$ cat config.mk
export PLATFORM = sky130hd
export DESIGN_NAME = tla_cap_sequencer
export DESIGN_NICKNAME = d
export VERILOG_FILES = /design/src/rtl/tla_cap_pkg.sv /design/src/rtl/tla_down_cnt.sv /design/src/rtl/tla_cap_sequencer.sv
export SDC_FILE = /design/constraint.sdc
export NUM_CORES = 1
export LEC_CHECK = 0
export ABC_AREA = 0
export BUFFER_PORTS_ARGS = -buffer_cell sky130_fd_sc_hd__buf_2
export CAP_MARGIN = 20
export CORE_MARGIN = 4
export CORE_UTILIZATION = 59
export CTS_CLUSTER_SIZE = 40
export DETAILED_ROUTE_END_ITERATION = 7
export PLACE_DENSITY = 0.86
export SETUP_SLACK_MARGIN = 0.3
export SYNTH_ARGS = -nofsm -noshare
export SYNTH_HDL_FRONTEND = slang
export SYNTH_SLANG_ARGS = --single-unit
$ cat constraint.sdc
create_clock -name Ga_clk50 -period 2.9 [get_ports Ga_clk50]
set_input_delay 0.435 -clock Ga_clk50 [delete_from_list [all_inputs] [get_ports Ga_clk50]]
set_output_delay 0.435 -clock Ga_clk50 [all_outputs]
set_load 0.01 [all_outputs]
$ cat src/rtl/tla_cap_pkg.sv
// Shared types and widths for the capture sequencer: state encoding,
// state-code width and the fixed timeout-counter width.
package tla_cap_pkg;

  localparam int STATE_W = 3;
  localparam int TMO_W   = 24;

  typedef enum logic [STATE_W-1:0] {
    ST_IDLE      = 3'd0,
    ST_ARMED     = 3'd1,
    ST_POST      = 3'd2,
    ST_WAIT_CMPT = 3'd3,
    ST_DONE      = 3'd4
  } cap_state_e;

  // The capture buffer is written while waiting for the trigger and during
  // the post-trigger window.
  function automatic logic isCapturing(input cap_state_e s);
    return (s == ST_ARMED) || (s == ST_POST);
  endfunction

endpackage

$ cat src/rtl/tla_down_cnt.sv
// Loadable down-counter that stops at zero instead of wrapping, with a
// flag telling the owner that the count has run out.
module tla_down_cnt #(
  parameter int W = 16
) (
  input  logic         clk_i,
  input  logic         rst_i,
  input  logic         load_i,
  input  logic [W-1:0] load_val_i,
  input  logic         dec_i,
  output logic         zero_o
);

  logic [W-1:0] count_q;
  logic [W-1:0] count_d;

  // Load wins over decrement; decrementing an empty counter leaves it at zero.
  always_comb begin
    count_d = count_q;
    if (load_i) begin
      count_d = load_val_i;
    end else if (dec_i && (count_q != '0)) begin
      count_d = count_q - W'(1);
    end
  end

  // Count register, cleared by the synchronous reset.
  always_ff @(posedge clk_i) begin
    if (rst_i) begin
      count_q <= '0;
    end else begin
      count_q <= count_d;
    end
  end

  assign zero_o = (count_q == '0);

endmodule

$ cat src/rtl/tla_cap_sequencer.sv
// Capture sequencer for the logic analyser: arm, wait for trigger, record a
// post-trigger window, then wait for the buffer to report completion with a
// timeout. Every output is driven from a flop.
// Build option: define TLA_CAP_AUTOARM_EN to re-arm straight after DONE for
// continuous capture; otherwise DONE returns to IDLE.
module tla_cap_sequencer
  import tla_cap_pkg::*;
#(
  parameter int CNT_W   = 16,
  parameter int TMO_CYC = 1000000
) (
  input  logic                Ga_clk50,
  input  logic                Gc_rst,
  input  logic                Ga_arm,
  input  logic                Ga_abort,
  input  logic                Ga_cap_trig,
  input  logic                Ga_cap_cmpt,
  input  logic [CNT_W-1:0]    Ga_post_len,
  output logic                Ga_cap_en,
  output logic                Ga_busy,
  output logic                Ga_done,
  output logic                Ga_timeout,
  output logic [STATE_W-1:0]  Ga_state
);

  // The timeout counter counts down to zero, so the last WAIT_CMPT cycle is
  // the one where it reads zero: loading TMO_CYC-1 gives TMO_CYC cycles.
  localparam logic [TMO_W-1:0] TMO_LOAD = TMO_W'(TMO_CYC - 1);

  cap_state_e state_q, state_d;

  logic             capEn_q, busy_q, done_q, timeout_q;
  logic             timeout_d;

  logic             postLoad, postDec, postZero;
  logic [CNT_W-1:0] postLoadVal;
  logic             tmoLoad, tmoDec, tmoZero;

  // Post-trigger counter holds the number of POST cycles still to run after
  // the current one, hence it is loaded with N-1.
  tla_down_cnt #(.W(CNT_W)) uPostCnt (
    .clk_i      (Ga_clk50),
    .rst_i      (Gc_rst),
    .load_i     (postLoad),
    .load_val_i (postLoadVal),
    .dec_i      (postDec),
    .zero_o     (postZero)
  );

  tla_down_cnt #(.W(TMO_W)) uTmoCnt (
    .clk_i      (Ga_clk50),
    .rst_i      (Gc_rst),
    .load_i     (tmoLoad),
    .load_val_i (TMO_LOAD),
    .dec_i      (tmoDec),
    .zero_o     (tmoZero)
  );

  // Next-state and counter control; abort has top priority in every busy state.
  always_comb begin
    state_d     = state_q;
    timeout_d   = 1'b0;
    postLoad    = 1'b0;
    postLoadVal = '0;
    postDec     = 1'b0;
    tmoLoad     = 1'b0;
    tmoDec      = 1'b0;

    case (state_q)
      ST_IDLE: begin
        if (Ga_arm && !Ga_abort) begin
          state_d = ST_ARMED;
        end
      end

      ST_ARMED: begin
        if (Ga_abort) begin
          state_d = ST_IDLE;
        end else if (Ga_cap_trig) begin
          postLoad = 1'b1;
          if (Ga_post_len == '0) begin
            state_d = ST_WAIT_CMPT;
            tmoLoad = 1'b1;
          end else begin
            postLoadVal = Ga_post_len - CNT_W'(1);
            state_d     = ST_POST;
          end
        end
      end

      ST_POST: begin
        if (Ga_abort) begin
          state_d = ST_IDLE;
        end else if (postZero) begin
          state_d = ST_WAIT_CMPT;
          tmoLoad = 1'b1;
        end else begin
          postDec = 1'b1;
        end
      end

      ST_WAIT_CMPT: begin
        if (Ga_abort) begin
          state_d = ST_IDLE;
        end else if (Ga_cap_cmpt) begin
          state_d = ST_DONE;
        end else if (tmoZero) begin
          state_d   = ST_IDLE;
          timeout_d = 1'b1;
        end else begin
          tmoDec = 1'b1;
        end
      end

      ST_DONE: begin
        if (Ga_abort) begin
          state_d = ST_IDLE;
        end else begin
`ifdef TLA_CAP_AUTOARM_EN
          state_d = ST_ARMED;
`else
          state_d = ST_IDLE;
`endif
        end
      end

      default: begin
        state_d = ST_IDLE;
      end
    endcase
  end

  // State and output flops; outputs are decoded from the next state so they
  // line up with the state they describe.
  always_ff @(posedge Ga_clk50) begin
    if (Gc_rst) begin
      state_q   <= ST_IDLE;
      capEn_q   <= 1'b0;
      busy_q    <= 1'b0;
      done_q    <= 1'b0;
      timeout_q <= 1'b0;
    end else begin
      state_q   <= state_d;
      capEn_q   <= isCapturing(state_d);
      busy_q    <= (state_d != ST_IDLE);
      done_q    <= (state_d == ST_DONE);
      timeout_q <= timeout_d;
    end
  end

  assign Ga_cap_en  = capEn_q;
  assign Ga_busy    = busy_q;
  assign Ga_done    = done_q;
  assign Ga_timeout = timeout_q;
  assign Ga_state   = state_q;

endmodule

==> flow_summary_export.csv <==
group,metric,value,unit
logic_synthesis,syn-num-nets,364,
setup_path,cp_data_required_time,3130,ps
detailed_routing,detail-route-antenna-nets,0,
logic_synthesis,ys_seq_area_share,33.8,%
sta,finalHoldViolCount,0,
sta,fin_skew,3.99,ps
worst_hold_path,min_path_type,"in2reg",
setup_path,timing.rr.end,"uTmoCnt.count_q[16]",
setup_path,reg2reg_from,"uTmoCnt.count_q[5]",
clocking,hold_buffers,0,
logic_synthesis,yosys_warnings,0,
die,fp-row-count,24,
logic_synthesis,synth.distinct_cells,54,
clocking,clkSinkCount,47,
detailed_routing,vias,2819,
grt,grt_max_degree,25,
clocking,root_buffer,"clkbuf_8",
grt,grt_usage,24.9,%
setup_path,worst-path-max-fanout,7,
logic_synthesis,synth-seq-cells,47,
worst_hold_path,holdCritStartpoint,"Ga_cap_cmpt",
logic_synthesis,synthTopCellsByCount,"dfxtp_1 (47), a21oi_1 (23), nor2_1 (22), o21ai_0 (20), nor4_1 (16)",
clocking,cts-buffers-inserted,5,
setup_path,rr_worst_depth,5,
cells_and_area,nNetsFinal,399,
clocking,cts_setup_buffers,0,
pwr,p_sw_share,26.0,%
cells_and_area,drive_gt1_share,16.6,%
cells_and_area,multi_input_area,1760,µm²
detailed_routing,firstDrtPassIters,6,
cells_and_area,diodes,0,
die,die_area,5880,µm²
pwr,p_clk_share,34.6,%
sta,worstMarginPinSlew,653,ps
pwr,power_density,403,nW/µm²
logic_synthesis,synthArstFlopShare,0,%
clocking,clock_latency,300,ps
cells_and_area,area_growth_syn_to_layout,13.0,%
sta,tns,0,ps
status,outcome,"finished, final reports clean",
logic_synthesis,synth_area_leader_cell,"dfxtp_1",
detailed_routing,drc,0,
die,start_util,62.2,%
grt,grt_first_pass_wirelength,12200,µm
pwr,power.internal,938,µW
pwr,finalPower,1270,µW
pwr,p_seq_share,52.2,%
die,die_w,76.7,µm
clocking,cts_resized,0,
sta,finalSetupViolCount,0,
setup_path,cp.arrival,2780,ps
clocking,clock_path_buffers,2,
placement,placed_cells,417,
job,maxCapViolCount,0,
detailed_routing,wl_per_cell,16.6,µm
clocking,clkTransAtPathRegs,90,ps
grt,grt.overflow.total,0,
die,core,4470,µm²
die,io_pins,29,
detailed_routing,drt_iter0_drc,247,
setup_path,critPathKind,"reg2reg",
grt,antenna_found_initial,0,
cells_and_area,nFillCells,357,
sta,final.period_utilization,87.9,%
logic_synthesis,syn_inst,337,
sta,slew_headroom,56.1,%
logic_synthesis,synth_top_area_share,33.8,%
cells_and_area,seqCellArea,942,µm²
setup_path,crit_end,"uTmoCnt.count_q[16]",
clocking,cts_tree,"yes",
logic_synthesis,synth_edf_count,0,
sta,rsz0062_at_grt,"false",
pwr,ir_drop,0.383,mV
pwr,p_leak,0.00130,µW
setup_path,rrSetupSlack,350,ps
pwr,power_frac_comb,13.1,%
logic_synthesis,synthTopCellsByArea,"dfxtp_1 (34%), xor2_1 (4.7%), a21oi_1 (4.1%), nor4_1 (3.6%), o21ai_0 (3.6%)",
cells_and_area,instances_no_fill,425,
logic_synthesis,netlist_area,2780,µm²
grt,grt_pass1_vias,2644,
detailed_routing,viasPerCell,6.63,
sta,max_freq,0.392,GHz
setup_path,critPathCaptureType,"flop",
placement,routabilityCongestion,0.923,
die,die_h,76.7,µm
pwr,p_switching,329,µW
logic_synthesis,yosysMostFrequentCell,"dfxtp_1",
clocking,htreeDepth,2,
placement,hpwlAfterDp,5010,µm
sta,slew_viol_final,0,
setup_path,cp-start-kind,"flop",
sta,period_minus_slack,2550,ps
logic_synthesis,synth.avg_cell_area,8.26,µm²
setup_path,startpoint,"uTmoCnt.count_q[5]",
logic_synthesis,ys.flop_type,"dfxtp_1",
placement,io_buffers,28,
detailed_routing,wl,7060,µm
## layout make-up
cell class / instances / area share [%]
Multi-Input combinational cell: 268 / 56.1
Sequential cell: 47 / 29.9
Timing Repair Buffer: 42 / 7.79
Clock buffer: 8 / 3.18
Tap cell: 52 / 2.07
Inverter: 8 / 0.954
## cells by family after synthesis
kind of cell / Yosys count / share of synthesized area, %
simple gates: 144 / 30.2
fa+ha+maj: 5 / 2.25
flops: 47 / 33.8
buf+inv: 22 / 3.06
mux: 5 / 1.89
compound gates: 91 / 21.6
xor+xnor: 23 / 7.24
## flip-flops by register name (all words and copies together), names as in the netlist
signal	flops
Ga_timeout	1
Ga_done	1
Ga_state	3
uPostCnt.count_q	16
Ga_cap_en	1
uTmoCnt.count_q	24
Ga_busy	1
## critical path, stage by stage, from the launching register on
cell	delay, ps
dfxtp_2	360
or4_1	600
or4_1	460
or3_1	360
or4b_1	530
a31oi_1	170
## power by group through the flow
stage,Combinational [µW],Clock (µW),Sequential [µW]
final,167,439,662
after global routing,183,465,663
after CTS,163,440,661
after detailed placement,162,0,677
after global placement,155,0,676
after floorplan,104,0,676
## worst min-delay path by stage
stage / endpoint / slack [ps] / cells after the start
6_report: Ga_timeout / 430 / 2
5_1_grt: Ga_timeout / 430 / 2
4_1_cts: Ga_timeout / 410 / 2
3_5_place_dp: uTmoCnt.count_q[12] / 480 / 2
3_3_place_gp: uTmoCnt.count_q[22] / 470 / 2
2_1_floorplan: uTmoCnt.count_q[22] / 460 / 2
## through the flow
stage               utilization, %  worst slack (ps)  hold WS, ps  cell area, µm²
global route                  70.3               307          432            3150
finish                        70.3               351          427            3150
floorplan                        -               361          458            2790
CTS                           70.3               356          414            3150
detailed placement            68.1               375          483            3050
global placement              68.1               459          472            3050
## cells in the final DEF, fill, tap and decap left out, drive strengths merged, types with 3 or more instances in the layout
cell type and count:
o211a 7, and4 3, o31ai 5, or4 9
xnor2 8, o22ai 7, nor3b 5, a31oi 7
and3 5, inv 8, o21ai 20, nand4 11
nor3 14, buf 42, or3 15, nor2 22
o21a 3, nor4 16, dfxtp 47, nand3 10
nand2 15, mux2i 3, xor2 15, a21oi 23
clkbuf 8, or4b 3, and2 3, ha 5
## per-layer routing
layer / global-route usage, % / vias up / share of wire [%]
met5: 0 / - / 0
met1: 31.7 / 1300 / 41
met3: 3.98 / 23 / 6.3
met2: 41.2 / 121 / 49
met4: 11.2 / 0 / 3.4
li1: - / 1375 / -
Power figures use the tool's default switching activity.
